[src/rtl/psum_acc_pkg.sv]
// Shared types and helpers for the per-column partial-sum accumulator.
// Optional feature macro used by the top: PSUM_ACC_RELU_EN.
package psum_acc_pkg;

    // Controller states: waiting for start, accumulating a window, holding a result.
    typedef enum logic [1:0] {
        IDLE = 2'd0,
        ACC  = 2'd1,
        HOLD = 2'd2
    } state_t;

    // Largest signed value representable in bw bits.
    function automatic logic signed [63:0] acc_max(input int bw);
        return (64'sd1 <<< (bw - 1)) - 64'sd1;
    endfunction

    // Smallest signed value representable in bw bits.
    function automatic logic signed [63:0] acc_min(input int bw);
        return -(64'sd1 <<< (bw - 1));
    endfunction

    // A window length of zero is treated as a window of one psum.
    function automatic logic [31:0] len_clamp(input logic [31:0] len);
        return (len == 32'd0) ? 32'd1 : len;
    endfunction

endpackage

[src/rtl/sat_add.sv]
// Combinational signed saturating adder: sum clamps to the acc_bw signed
// range and sat reports that a clamp happened.
module sat_add
    import psum_acc_pkg::*;
#(
    parameter int acc_bw = 20
) (
    input  logic signed [acc_bw-1:0] a,
    input  logic signed [acc_bw-1:0] b,
    output logic signed [acc_bw-1:0] sum,
    output logic                     sat
);

    localparam logic signed [63:0]       max_w = acc_max(acc_bw);
    localparam logic signed [63:0]       min_w = acc_min(acc_bw);
    localparam logic signed [acc_bw-1:0] max_v = max_w[acc_bw-1:0];
    localparam logic signed [acc_bw-1:0] min_v = min_w[acc_bw-1:0];

    logic [acc_bw:0] full;

    // One extra bit of headroom: overflow shows up as the top two bits disagreeing.
    always_comb begin
        // NOTE: every output gets a default first so no path leaves it unassigned (no latch).
        full = {a[acc_bw-1], a} + {b[acc_bw-1], b};
        sum  = full[acc_bw-1:0];
        sat  = 1'b0;
        if (full[acc_bw] != full[acc_bw-1]) begin
            sat = 1'b1;
            sum = full[acc_bw] ? min_v : max_v;
        end
    end

endmodule

[src/rtl/psum_acc_sfp.sv]
// Per-column psum accumulator: sums cfg_len signed psums per window with
// saturation and presents each result on a valid/ready port.
// Build option: define PSUM_ACC_RELU_EN to clamp negative results to zero.
module psum_acc_sfp
    import psum_acc_pkg::*;
#(
    parameter int psum_bw = 16,
    parameter int acc_bw  = 20,
    parameter int len_bw  = 6
) (
    input  logic                     clk,
    input  logic                     reset,
    input  logic                     start,
    input  logic [len_bw-1:0]        cfg_len,
    input  logic                     in_valid,
    output logic                     in_ready,
    input  logic signed [psum_bw-1:0] in_psum,
    output logic                     out_valid,
    input  logic                     out_ready,
    output logic signed [acc_bw-1:0] out_data,
    output logic                     busy,
    output logic                     sat_flag
);

    state_t                   state;
    logic [len_bw-1:0]        len_q;
    logic [len_bw-1:0]        cnt;
    logic signed [acc_bw-1:0] acc;
    logic signed [acc_bw-1:0] psum_ext;
    logic signed [acc_bw-1:0] nxt;
    logic signed [acc_bw-1:0] result;
    logic                     add_sat;
    logic                     last;

    // Signed size cast sign-extends the psum to accumulator width.
    assign psum_ext = acc_bw'(in_psum);
    assign last     = (cnt == len_q - 1'b1);

    sat_add #(.acc_bw(acc_bw)) u_sat_add (
        .a   (acc),
        .b   (psum_ext),
        .sum (nxt),
        .sat (add_sat)
    );

`ifdef PSUM_ACC_RELU_EN
    assign result = nxt[acc_bw-1] ? '0 : nxt;
`else
    assign result = nxt;
`endif

    // Window FSM with counter, accumulator and registered handshake outputs.
    always_ff @(posedge clk or negedge reset) begin
        // NOTE: sequential state uses non-blocking assignments so every register samples pre-edge values.
        if (!reset) begin
            state     <= IDLE;
            acc       <= '0;
            cnt       <= '0;
            len_q     <= len_bw'(1);
            out_valid <= 1'b0;
            in_ready  <= 1'b0;
            out_data  <= '0;
            busy      <= 1'b0;
            sat_flag  <= 1'b0;
        end else if (start) begin
            // Start wins over any transfer on the same edge and drops a pending result.
            state     <= ACC;
            len_q     <= len_bw'(len_clamp(32'(cfg_len)));
            acc       <= '0;
            cnt       <= '0;
            sat_flag  <= 1'b0;
            in_ready  <= 1'b1;
            out_valid <= 1'b0;
            busy      <= 1'b1;
        end else begin
            case (state)
                ACC: begin
                    if (in_valid && in_ready) begin
                        if (add_sat) sat_flag <= 1'b1;
                        if (last) begin
                            out_data  <= result;
                            acc       <= '0;
                            cnt       <= '0;
                            state     <= HOLD;
                            in_ready  <= 1'b0;
                            out_valid <= 1'b1;
                        end else begin
                            acc <= nxt;
                            cnt <= cnt + 1'b1;
                        end
                    end
                end
                HOLD: begin
                    if (out_ready) begin
                        state     <= ACC;
                        out_valid <= 1'b0;
                        in_ready  <= 1'b1;
                    end
                end
                default: begin
                    // IDLE: inputs are ignored until start.
                end
            endcase
        end
    end

endmodule

[config.mk]
export PLATFORM = sky130hd
export DESIGN_NAME = psum_acc_sfp
export DESIGN_NICKNAME = d
export VERILOG_FILES = /design/src/rtl/psum_acc_pkg.sv /design/src/rtl/sat_add.sv /design/src/rtl/psum_acc_sfp.sv
export SDC_FILE = /design/constraint.sdc
export NUM_CORES = 1
export LEC_CHECK = 0
export BUFFER_PORTS_ARGS = -buffer_cell sky130_fd_sc_hd__buf_2
export CORE_UTILIZATION = 48
export CTS_CLUSTER_DIAMETER = 40
export CTS_CLUSTER_SIZE = 40
export DETAILED_ROUTE_END_ITERATION = 12
export GPL_ROUTABILITY_DRIVEN = 1
export PLACE_DENSITY = 0.71
export SYNTH_ARGS = -nofsm -noshare
export SYNTH_HDL_FRONTEND = slang
export SYNTH_SLANG_ARGS = --single-unit
[constraint.sdc]
create_clock -name clk -period 2.6 [get_ports clk]
set_input_delay 0.52 -clock clk [delete_from_list [all_inputs] [get_ports clk]]
set_output_delay 0.52 -clock clk [all_outputs]
set_load 0.005 [all_outputs]
==> reports/results.txt <==
Die Ht = 88.7 um
vias = 3208
post-synthesis sequential area ratio = 39.6%
crit end category = flip-flop
Netlist cell types = 59
# setup viols final = 5
dominant cell type by area after synthesis = dfrtp_1
Worst setup startpoint = acc[0]
Fin Clk Skew = 6.13 ps
via count of the first global-routing pass = 3086
H-tree depth = 3
met2 WL = 4.68 mm
Filler cells = 566
yosys warns = 0
initial core utilization = 49.7%
DP Worst Slack = -281 ps
clock buffer depth = 2
die footprint = 7870 sq um
clock buffers created by TritonCTS = 9
global route overflow = 0
CTS tree = built
number of diodes = 0
drt total wl = 9.33 mm
Fin. Hold Viols = 0
Antenna Nets Post-Route = 0
Die Span X = 88.7 um
nets@finish = 532
FF-to-FF Start = acc[0]
overall power = 2800 uW
LEAKAGE = 0.00227 uW
# hold bufs at CTS = 0
max_cap viols = 0
average vias per placed instance = 5.47
clock-pin slew on the worst setup and hold paths = 70 ps
clock root cell = clkbuf_8
Most used DFF post-synth = dfrtp_1
Clock Sinks = 57
global-route wire length before repair = 14.3 mm
pwr dens = 575 nW/um^2
crit path max fanout = 2
max_slew headroom = 16.2%
commonest non-fill, non-tap cell in the layout = buf_4
Post-synth EDFFs = 0
I/O pins = 51
met1 wire length = 4.13 mm
Max Freq = 369 MHz
fraction of layout cells with a size suffix above 1 = 40.7%
setup slack after layout = -108 ps
maximum number of pins on one net before global-route repair = 58
cells after synthesis = 377
number of antenna violations at the first check in global routing = 0
DRC Markers = 0
RSZ-0062 raised after global routing = yes
failing checks = setup timing
Port Buffer Count = 50
outcome = finished with violations
Reg-to-Reg End = out_data[14]
core box area = 7250 sq um
fraction of registers with async set/reset = 100%
syn avg cell area = 9.57 sq um
Iter 0 DRT Violations = 210
top sig layer = met4
Worst Path Required = 2840 ps
row count = 31
Tmin final = 2710 ps
Setup TNS = -330 ps
fin. max-slew vios = 0
most frequent cells in the layout = buf_4 (60), dfrtp_1 (56), nand2_1 (53)
synthesized net count = 427
flop2flop setup slack = -110 ps
FF+latch count, synth = 57
DRT Pass-1 Iters = 4
worst vdd ir = 405 uV
Worst Path Arrival = 2940 ps
Cell Area, Synth = 3610 sq um
Layout area overhead = 35.1%
critical path type = flip-flop to flip-flop
post-DR wirelength/cell = 15.9 um
Reg2Reg Depth = 9
min-delay worst type = input port to asynchronous set/reset pin
measured slew at the worst slew-check pin = 1250 ps
Synth area leaders = dfrtp_1 (39%), ha_1 (7.6%), nand2_1 (5.5%)
Tcrit/Tclk final = 104%
GP Congestion = 0.902
CP Capture Point = out_data[14]
DPL Wire Length = 6.37 mm
Worst setup SP type = flip-flop
share of the synthesized area in the top cell type = 38.8%
DR WL met3 = 342 um
Global Route Usage Sum = 24.3%
worst skew pair latency = 350 ps
## synth_stat cells (all sizes together) (5+ instances only)
| library cell | n |
|---|---|
| dfrtp | 56 |
| nand2 | 55 |
| o21ai | 44 |
| a21oi | 22 |
| ha | 22 |
| nor2 | 22 |
| xnor2 | 18 |
| maj3 | 17 |
| xor2 | 15 |
| clkbuf | 11 |
| buf | 9 |
| inv | 7 |
| o31ai | 7 |
| a21o | 6 |
| mux2 | 6 |
| nand3 | 5 |
| nor3 | 5 |
## routing by layer
metal / GRT usage (%) / vias to the layer above
li1: - / 1558
met1: 30.5 / 1560
met2: 41.3 / 70
met3: 5.50 / 20
met4: 8.36 / 0
met5: 0 / -
## registers in the layout (all words and copies together) (netlist names)
register and flops:
cnt 6, sat_flag 1, out_valid 1, busy 1
acc 20, out_data 20, len_q 6, in_ready 1
state 1
## cells by family after synthesis
group           after synthesis  synth area share, %
flops                        57                 39.6
compound gates              110                 20.8
fa+ha+maj                    40                 13.3
mux                           7                 2.15
xor+xnor                     33                 8.22
simple gates                103                 12.4
buf+inv                      27                 3.54
## worst max-delay path, stage by stage, from the launching register on
cell       delay [ps]
dfrtp_1           390
ha_2              180
fa_2              350
a211oi_2          260
o211ai_2          180
a2111oi_4         390
nor2_1            100
xor2_1            160
maj3_2            320
mux2_4            270
## cell type report
class                      instances  area [sq um]  area share, %
multi-input combinational        293          2340           47.9
sequential                        57          1430           29.3
timing repair buffer             114           754           15.5
clock buffer                      10           138           2.82
tap                               99           124           2.54
clock inverter                     6          67.6           1.39
inverter                           7          26.3          0.539
## how the worst min path moves through the flow
stage               depth (start not counted)     endpoint  slack [ps]   from
CTS                                         2  out_data[6]         170  reset
detailed placement                          1         busy         450   busy
floorplan                                   0       acc[0]         220  reset
global placement                            1         busy         450   busy
global route                                2       acc[7]         190  reset
finish                                      2       acc[6]         170  reset
## per-stage QoR
stage	cells	utilization, %	cell area [sq um]	hold WS (ps)
after global placement	561	59.8	4340	446
after floorplan	377	-	3650	224
after global routing	586	67.2	4870	186
final	586	67.2	4870	165
after CTS	577	63.0	4570	173
after detailed placement	561	59.8	4340	446
## where the power goes
part	internal [uW]	switching (uW)
Combinational	464	469
Clock	469	393
Sequential	954	52.4
## repair_timing
item,4_1_cts,5_1_grt
setup endpoints to repair,6,39
resized for setup,4,41
pin swaps,0,12
setup buffers,0,9
Note: power is estimated with default switching activity, not from simulation.
